--- src/rtl/riscv_imm_gen_pipe.sv ---
// riscv_imm_gen_pipe
// Registered, multi-lane immediate generator for the decode stage. Each beat carries LANES
// instructions. Every lane is classified as R/I/S/B/U/J/Z (CSR zimm), and its immediate is
// sign- or zero-extended to DBUS_DATA_WIDTH bits. The result appears on the outputs one cycle
// after acceptance. The output register and one skid register form a two-entry FIFO.
// Because in_ready depends only on whether the skid register is occupied, fetch never sees
// a combinational path from out_ready.

module riscv_imm_gen_pipe #(
    parameter int IBUS_DATA_WIDTH = 32,
    parameter int DBUS_DATA_WIDTH = 64,
    parameter int LANES           = 2
) (
    input  logic                               clk,
    input  logic                               rst,
    input  logic                               in_valid,
    output logic                               in_ready,
    input  logic [LANES*IBUS_DATA_WIDTH-1:0]   in_instr,
    input  logic [LANES-1:0]                   in_lane_mask,
    output logic                               out_valid,
    input  logic                               out_ready,
    output logic [LANES*DBUS_DATA_WIDTH-1:0]   out_imm,
    output logic [LANES*7-1:0]                 out_type,
    output logic [LANES-1:0]                   out_lane_mask,
    output logic [LANES-1:0]                   out_illegal
);

    // RV32/RV64 major opcodes recognised by the decoder
    localparam logic [6:0] OP_LOAD     = 7'b0000011;
    localparam logic [6:0] OP_MISC_MEM = 7'b0001111;
    localparam logic [6:0] OP_IMM      = 7'b0010011;
    localparam logic [6:0] OP_AUIPC    = 7'b0010111;
    localparam logic [6:0] OP_IMM_32   = 7'b0011011;
    localparam logic [6:0] OP_STORE    = 7'b0100011;
    localparam logic [6:0] OP_OP       = 7'b0110011;
    localparam logic [6:0] OP_LUI      = 7'b0110111;
    localparam logic [6:0] OP_OP_32    = 7'b0111011;
    localparam logic [6:0] OP_BRANCH   = 7'b1100011;
    localparam logic [6:0] OP_JALR     = 7'b1100111;
    localparam logic [6:0] OP_JAL      = 7'b1101111;
    localparam logic [6:0] OP_SYSTEM   = 7'b1110011;

    // One-hot type codes, ordered {Z,J,U,B,S,I,R} with R at bit 0
    localparam logic [6:0] TYPE_R = 7'b0000001;
    localparam logic [6:0] TYPE_I = 7'b0000010;
    localparam logic [6:0] TYPE_S = 7'b0000100;
    localparam logic [6:0] TYPE_B = 7'b0001000;
    localparam logic [6:0] TYPE_U = 7'b0010000;
    localparam logic [6:0] TYPE_J = 7'b0100000;
    localparam logic [6:0] TYPE_Z = 7'b1000000;

    // Decode result for a single lane
    typedef struct packed {
        logic [DBUS_DATA_WIDTH-1:0] imm;
        logic [6:0]                 kind;
        logic                       illegal;
    } lane_dec_t;

    // Sign-extend a 32-bit value to the output width. This helper is written so that it
    // also works when DBUS_DATA_WIDTH is exactly 32.
    function automatic logic [DBUS_DATA_WIDTH-1:0] sext32(input logic [31:0] value);
        return DBUS_DATA_WIDTH'($signed(value));
    endfunction

    // Classify one instruction and build its immediate. A masked-off lane decodes to all zeros.
    function automatic lane_dec_t decode_lane(input logic [31:0] instr, input logic lane_en);
        lane_dec_t  d;
        logic [6:0] opcode;
        d      = '0;
        opcode = instr[6:0];
        if (lane_en) begin
            case (opcode)
                OP_OP, OP_OP_32: begin
                    d.kind = TYPE_R;
                end
                OP_LOAD, OP_MISC_MEM, OP_IMM, OP_IMM_32, OP_JALR: begin
                    d.kind = TYPE_I;
                    d.imm  = sext32({{20{instr[31]}}, instr[31:20]});
                end
                OP_SYSTEM: begin
                    if (instr[14]) begin
                        d.kind = TYPE_Z;
                        d.imm  = DBUS_DATA_WIDTH'(instr[19:15]);
                    end else begin
                        d.kind = TYPE_I;
                        d.imm  = sext32({{20{instr[31]}}, instr[31:20]});
                    end
                end
                OP_STORE: begin
                    d.kind = TYPE_S;
                    d.imm  = sext32({{20{instr[31]}}, instr[31:25], instr[11:7]});
                end
                OP_BRANCH: begin
                    d.kind = TYPE_B;
                    d.imm  = sext32({{19{instr[31]}}, instr[31], instr[7],
                                     instr[30:25], instr[11:8], 1'b0});
                end
                OP_LUI, OP_AUIPC: begin
                    d.kind = TYPE_U;
                    d.imm  = sext32({instr[31:12], 12'b0});
                end
                OP_JAL: begin
                    d.kind = TYPE_J;
                    d.imm  = sext32({{11{instr[31]}}, instr[31], instr[19:12],
                                     instr[20], instr[30:21], 1'b0});
                end
                default: begin
                    d.illegal = 1'b1;
                end
            endcase
        end
        return d;
    endfunction

    logic [LANES*DBUS_DATA_WIDTH-1:0] dec_imm;
    logic [LANES*7-1:0]               dec_type;
    logic [LANES-1:0]                 dec_illegal;
    lane_dec_t                        lane_dec;

    logic                             skid_valid;
    logic [LANES*DBUS_DATA_WIDTH-1:0] skid_imm;
    logic [LANES*7-1:0]               skid_type;
    logic [LANES-1:0]                 skid_lane_mask;
    logic [LANES-1:0]                 skid_illegal;

    logic                             accept;

    // Ready depends only on reset and skid occupancy, so there is no path from out_ready
    assign in_ready = ~rst & ~skid_valid;
    assign accept   = in_valid & in_ready;

    // Decode every lane of the incoming bundle independently
    always_comb begin
        dec_imm     = '0;
        dec_type    = '0;
        dec_illegal = '0;
        lane_dec    = '0;
        for (int k = 0; k < LANES; k++) begin
            lane_dec = decode_lane(in_instr[k*IBUS_DATA_WIDTH +: 32], in_lane_mask[k]);
            dec_imm[k*DBUS_DATA_WIDTH +: DBUS_DATA_WIDTH] = lane_dec.imm;
            dec_type[k*7 +: 7]                            = lane_dec.kind;
            dec_illegal[k]                                = lane_dec.illegal;
        end
    end

    // Two-entry FIFO made of the output register and the skid register. The skid register
    // always holds the younger bundle, so it refills the output before new input does.
    always_ff @(posedge clk) begin
        if (rst) begin
            out_valid      <= 1'b0;
            out_imm        <= '0;
            out_type       <= '0;
            out_lane_mask  <= '0;
            out_illegal    <= '0;
            skid_valid     <= 1'b0;
            skid_imm       <= '0;
            skid_type      <= '0;
            skid_lane_mask <= '0;
            skid_illegal   <= '0;
        end else begin
            if (!out_valid || out_ready) begin
                if (skid_valid) begin
                    out_valid     <= 1'b1;
                    out_imm       <= skid_imm;
                    out_type      <= skid_type;
                    out_lane_mask <= skid_lane_mask;
                    out_illegal   <= skid_illegal;
                    skid_valid    <= 1'b0;
                end else if (accept) begin
                    out_valid     <= 1'b1;
                    out_imm       <= dec_imm;
                    out_type      <= dec_type;
                    out_lane_mask <= in_lane_mask;
                    out_illegal   <= dec_illegal;
                end else begin
                    out_valid     <= 1'b0;
                end
            end else if (accept) begin
                skid_valid     <= 1'b1;
                skid_imm       <= dec_imm;
                skid_type      <= dec_type;
                skid_lane_mask <= in_lane_mask;
                skid_illegal   <= dec_illegal;
            end
        end
    end

endmodule

--- config.mk ---
export PLATFORM = sky130hd
export DESIGN_NAME = riscv_imm_gen_pipe
export DESIGN_NICKNAME = d
export VERILOG_FILES = /design/src/rtl/riscv_imm_gen_pipe.sv
export SDC_FILE = /design/constraint.sdc
export NUM_CORES = 1
export LEC_CHECK = 0
export BUFFER_PORTS_ARGS = -buffer_cell sky130_fd_sc_hd__buf_2
export CORE_ASPECT_RATIO = 1.5
export CORE_MARGIN = 4
export CORE_UTILIZATION = 47
export CTS_BUF_LIST = sky130_fd_sc_hd__clkbuf_2 sky130_fd_sc_hd__clkbuf_4 sky130_fd_sc_hd__clkbuf_8
export DETAILED_ROUTE_END_ITERATION = 8
export PLACE_DENSITY = 0.79
export SLEW_MARGIN = 5
export SYNTH_ARGS = -nofsm -noshare
export SYNTH_HDL_FRONTEND = slang
export SYNTH_SLANG_ARGS = --single-unit
export TNS_END_PERCENT = 20
--- constraint.sdc ---
create_clock -name clk -period 3.77 [get_ports clk]
set_clock_uncertainty 0.05 [all_clocks]
set_input_delay 0.754 -clock clk [delete_from_list [all_inputs] [get_ports clk]]
set_output_delay 0.754 -clock clk [all_outputs]
set_load 0.005 [all_outputs]
==> results of run 1 <==
sequential cells by signal, summed over array words and instances (netlist names):
register        count
out_illegal         2
out_imm            64
out_lane_mask       2
out_type           14
out_valid           1
skid_illegal        2
skid_imm           64
skid_lane_mask      2
skid_type          14
skid_valid          1
power by group through the flow:
stage	clock [mW]	combinational [mW]	sequential [mW]
2_1_floorplan	0	0.312	1.89
3_3_place_gp	0	0.469	1.89
3_5_place_dp	0	0.473	1.89
4_1_cts	1.30	0.475	1.85
5_1_grt	1.37	0.521	1.86
6_report	1.27	0.473	1.85
through the flow:
stage	setup WS, ns	hold slack [ns]	util
5_1_grt	1.00	0.423	0.548
3_3_place_gp	0.711	0.385	0.524
3_5_place_dp	0.627	0.393	0.524
4_1_cts	1.10	0.409	0.548
2_1_floorplan	1.34	0.373	-
6_report	1.07	0.405	0.548
layout by cell type (no fill, tap or decap), drive strengths merged, types with 9 or more instances in the layout:
cell type,count
buf,238
nand2,109
nand3b,15
nor2,64
a21o,13
a21oi,99
o211ai,11
dfxtp,166
clkbuf,18
and3,17
inv,15
a221oi,13
nand3,22
nor2b,9
a211oi,23
nor3,27
o2bb2ai,13
a221o,11
o21ai,90
a22o,22
per-layer routing:
metal	routed length (um)	global-route usage
met5	0	0
met2	12000	0.408
met3	1150	0.0361
met1	9040	0.264
met4	660	0.0914
worst max-delay path, delay by kind of cell:
kind | cells | cell delay [ns]
simple gates | 3 | 1.18
compound gates | 3 | 0.92
buf+inv | 1 | 0.17
logic make-up after synthesis:
kind of cell           count (synthesis)  share of synthesized area
XOR/XNOR                               1                    0.00108
AND/OR/NAND/NOR                      308                      0.195
buffers and inverters                149                      0.104
multiplexers                           5                    0.00648
flip-flops                           166                      0.410
AO/OA/AOI/OAI                        343                      0.284
cell type report:
cell class | instances | area (um2)
fillers | 1592 | 7600
clock inverters | 14 | 154
clock buffers | 18 | 248
multi-input cells | 657 | 3970
inverters | 7 | 26.3
repair buffers | 238 | 1240
diodes | 1 | 2.50
well taps | 210 | 263
flip-flops and latches | 166 | 3330
path summary, 6_finish.rpt:
| kind | slack (ns) | to | cells past startpoint |
|---|---|---|---|
| worst max-delay path | 1.07 | skid_imm[22] | 7 |
| worst min-delay path | 0.41 | skid_imm[67] | 2 |
| worst max register to register | 1.34 | skid_imm[18] | 4 |
| worst min register to register | 0.41 | skid_imm[67] | 2 |
==> out/qor.csv, run 1 <==
metric,value,unit
status,finished clean,
clk_lat worst skew,0.44,ns
grt ovf,0,
die area,19500,um2
Die Span X,115,um
Crit Path Class,in2reg,
Final setup viols,0,
Worst Hold Class,reg2reg,
RSZ-0062 raised after global routing,false,
PortBufs,217,
Worst setup EP type,flop,
Fmax,0.370,GHz
postcts setup bufs,0,
CTS resizes,0,
Peak VDD IR,198,uV
unique cell type count in the Yosys netlist,73,
switching portion of total power,0.301,
"Reg clk slew, reported paths",0.11,ns
"Largest stage delay, worst path",0.56,ns
syn_area_per_cell,8.35,um2
worst-path maximum fanout,13,
synthesized area,8110,um2
max cap viols,0,
Post-Route WL,22800,um
combinational fraction of design power,0.131,
number of DRC markers in iteration 0,617,
overall power,3.60,mW
prevailing post-synth register cell,dfxtp_1,
Synth Net Count,1042,
Synth area leaders,"dfxtp_1 (41%), buf_4 (6.2%), a21oi_1 (5.5%), o21ai_0 (5.2%), nand2_1 (5.0%)",
drt drc,0,
RePlAce Congestion,0.892,
most instantiated cells after synthesis,"dfxtp_1 (166), nand2_1 (108), a21oi_1 (89)",
Initial DRT Pass Iterations,5,
"area leader, netlist",dfxtp_1,
antenna violations before repair,1,
routed len/inst,17.4,um
H-tree Lvls,4,
Critical R2R Launch,skid_valid,
Final Non-Filler Cells,1311,
fin area,9230,um2
placed inst area,8830,um2
CP Cell Sequence,buf_2 > or3b_1 > a2111o_1 > o2111a_1 > nand2b_4 > nor2_1 > a221o_1,
vias in the first global route,7037,
clock share of power,0.354,
worst hold start,skid_imm[67],
Seq pwr share,0.514,
Slew Limit Headroom,0.295,
layout cells sized above 1,0.281,
Mapped Cells,972,
Final Cycle Share,0.716,
Post-synth ARST share,0,
PwrDens,389,nW/um2
"FF+latch count, synth",166,
via count,7577,
root buf cell,clkbuf_8,
CTS tree,built,
Initial Utilization,0.482,
core region area,16800,um2
most frequent cell after synthesis,dfxtp_1,
CP startpoint,in_instr[6],
"Seq/Total Area, Yosys",0.410,
first-pass GRT wire length,36000,um
die height,169,um
Num CTS Buffers,17,
NetSw,1.08,mW
Final ANT Viol Nets,0,
# nets final,1157,
top-level port count,218,
clk sinks,166,
leakage,3.88,nW
Period minus WS final,2.70,ns
worst slew pin tran,1.05,ns
maximum buffer depth of the clock tree,2,
Post-CTS Hold Fix Bufs,0,
vias per std cell,5.78,
"Slew Viols, Final",0,
Fin Setup TNS,0,ns
hpwl dp,16200,um
Std-Cell Rows,58,
Worst EP required,4.10,ns
total global-route track usage,0.227,
Layout area overhead,13.8,%
CP max stage cell,nor2_1,
"EDFF count, synth",0,
Critical Path AT,3.03,ns
largest net degree at the start of global routing,64,
placed cell count,1278,
Int Pwr,2.51,mW
post-synth top area share,0.410,
"Hold Vio Cnt, Final",0,
YS warnings,0,
CP startpoint kind,input pin,
Note: power is estimated with default switching activity, not from simulation.
==> inputs of run 2 (changes only) <==
Clock period 3.77 ns to 2.5 ns, I/O delays scaled along.
==> run 2 against run 1 <==
  * Clock power grew 59%
  * Via count grew 2.2%
  * Core utilization grew 1.9 points
  * First-iteration DRC count grew 19%
==> out/qor.csv, run 2 (synthesized netlist as in run 1, its figures left out) <==
metric,value,unit,change
largest net degree at the start of global routing,52,,-19%
overall power,5.56,mW,+55%
Period minus WS final,2.19,ns,
Largest regs,"out_imm: 64 flops, skid_imm: 64 flops",,
Min-Delay Path Depth,2,,unchanged
placed cell count,1314,,+2.8%
PortBufs,217,,unchanged
RSZ-0062 raised after global routing,false,,
Hold Worst Slack,0.227,ns,-0.178 ns
Die Span X,115,um,unchanged
Initial Utilization,0.482,,unchanged
CP startpoint kind,flop,,
postcts setup bufs,0,,unchanged
"Reg clk slew, reported paths",0.10,ns,about the same
# nets final,1193,,+3.1%
first-pass GRT wire length,36500,um,+1.4%
clk_lat worst skew,0.47,ns,+0.03 ns
Layout area overhead,17.7,%,
Fillers,1585,,-0.44%
core region area,16800,um2,unchanged
routed len/inst,17.3,um,-0.47%
number of DRC markers in iteration 0,736,,+19%
Fmax,0.456,GHz,
vias in the first global route,7198,,+2.3%
grt ovf,0,,unchanged
clk sinks,166,,unchanged
Setup Slack @ Placement,-0.0213,ns,-0.648 ns
Worst Hold Class,in2reg,,
maximum buffer depth of the clock tree,2,,unchanged
Final WS setup,0.307,ns,-0.762 ns
max cap viols,0,,unchanged
# diodes,0,,-1
Slew Limit Headroom,0.219,,-0.0761
via count,7746,,+2.2%
leakage,4.08,nW,+5.1%
Final Non-Filler Cells,1346,,+2.7%
Worst EP required,2.87,ns,-1.23 ns
antenna violations before repair,0,,-1
worst-path maximum fanout,49,,+36
PwrDens,582,nW/um2,+49%
"Slew Viols, Final",0,,unchanged
area occupied by multi-input gates,3970,um2,unchanged
CTS tree,built,,
Post-Route WL,23300,um,+2.2%
worst slew pin tran,1.17,ns,+0.120 ns
Seq. cell area,3330,um2,unchanged
Post-CTS Hold Fix Bufs,0,,unchanged
Final Cycle Share,0.877,,
total global-route track usage,0.232,,+0.00570
layout cells sized above 1,0.304,,+0.0228
R2R depth,4,,unchanged
most frequent cells in the layout,"buf_2 (217), dfxtp_1 (165), nand2_1 (108), a21oi_1 (89), o21ai_0 (84)",,
H-tree Lvls,4,,unchanged
Num CTS Buffers,17,,unchanged
Initial DRT Pass Iterations,5,,unchanged
top-level port count,218,,unchanged
vias per std cell,5.75,,-0.43%
Worst setup EP type,flop,,
Final setup viols,0,,unchanged
drt drc,0,,unchanged
hpwl dp,16600,um,+2.6%
"Core Util, Final",0.567,,+0.0190
CTS resizes,0,,unchanged
Crit Path Class,reg2reg,,
status,finished clean,,
Critical Path AT,2.56,ns,-0.47 ns
Final ANT Viol Nets,0,,unchanged
die height,169,um,unchanged
RePlAce Congestion,0.868,,-2.7%
"commonest non-fill, non-tap cell in the layout",buf_2,,
die area,19500,um2,unchanged
"Hold Vio Cnt, Final",0,,unchanged
Peak VDD IR,423,uV,+110%
Std-Cell Rows,58,,unchanged
FF-to-FF setup slack,0.31,ns,-1.03 ns
root buf cell,clkbuf_8,,
## run 2: cell count changes in the layout (fill, tap and decap cells not counted), moves of 2 or more
cell       change
buf_12         +3
buf_4         +33
clkinv_8       -2
inv_8          -3
bufinv_16      +2
## run 2: critical path: stages (launching register included)
cell	delay (ns)
dfxtp_4	0.55
nor2_1	0.12
and3_1	0.23
nor2_4	0.88
a221o_1	0.30
## run 2: worst paths after layout
| path | to | startpoint |
|---|---|---|
| worst min-delay path | out_imm[70] | in_instr[58] |
| worst max-delay path | skid_imm[27] | skid_valid |
| worst min register to register | skid_type[1] | skid_type[1] |
| worst max register to register | skid_imm[27] | skid_valid |
## run 2: area by class of cell
| cell class | instances | share of cell area |
|---|---|---|
| clock buffers | 19 | 0.0267 |
| clock inverters | 13 | 0.0169 |
| inverters | 7 | 0.00275 |
| multi-input cells | 657 | 0.415 |
| flip-flops and latches | 166 | 0.348 |
| well taps | 210 | 0.0275 |
| repair buffers | 274 | 0.162 |
## run 2: report_power, final
| group | total (mW) | leakage (nW) | internal (mW) | switching [mW] |
|---|---|---|---|---|
| Combinational | 0.752 | 2.52 | 0.311 | 0.441 |
| Sequential | 2.78 | 1.35 | 2.73 | 0.0571 |
| Clock | 2.02 | 0.210 | 0.957 | 1.06 |
## run 2: stage by stage
step / setup TNS (ns) / cell area, um2
after detailed placement: -0.170 / 9140
after global placement: 0 / 9140
final: 0 / 9550
after CTS: 0 / 9550
after global routing: 0 / 9550
after floorplan: 0 / 8110
## run 2: layer usage
layer / track usage / part of all wire
met1: 0.271 / 0.40
met2: 0.411 / 0.51
met3: 0.0322 / 0.051
met4: 0.114 / 0.035
met5: 0 / 0
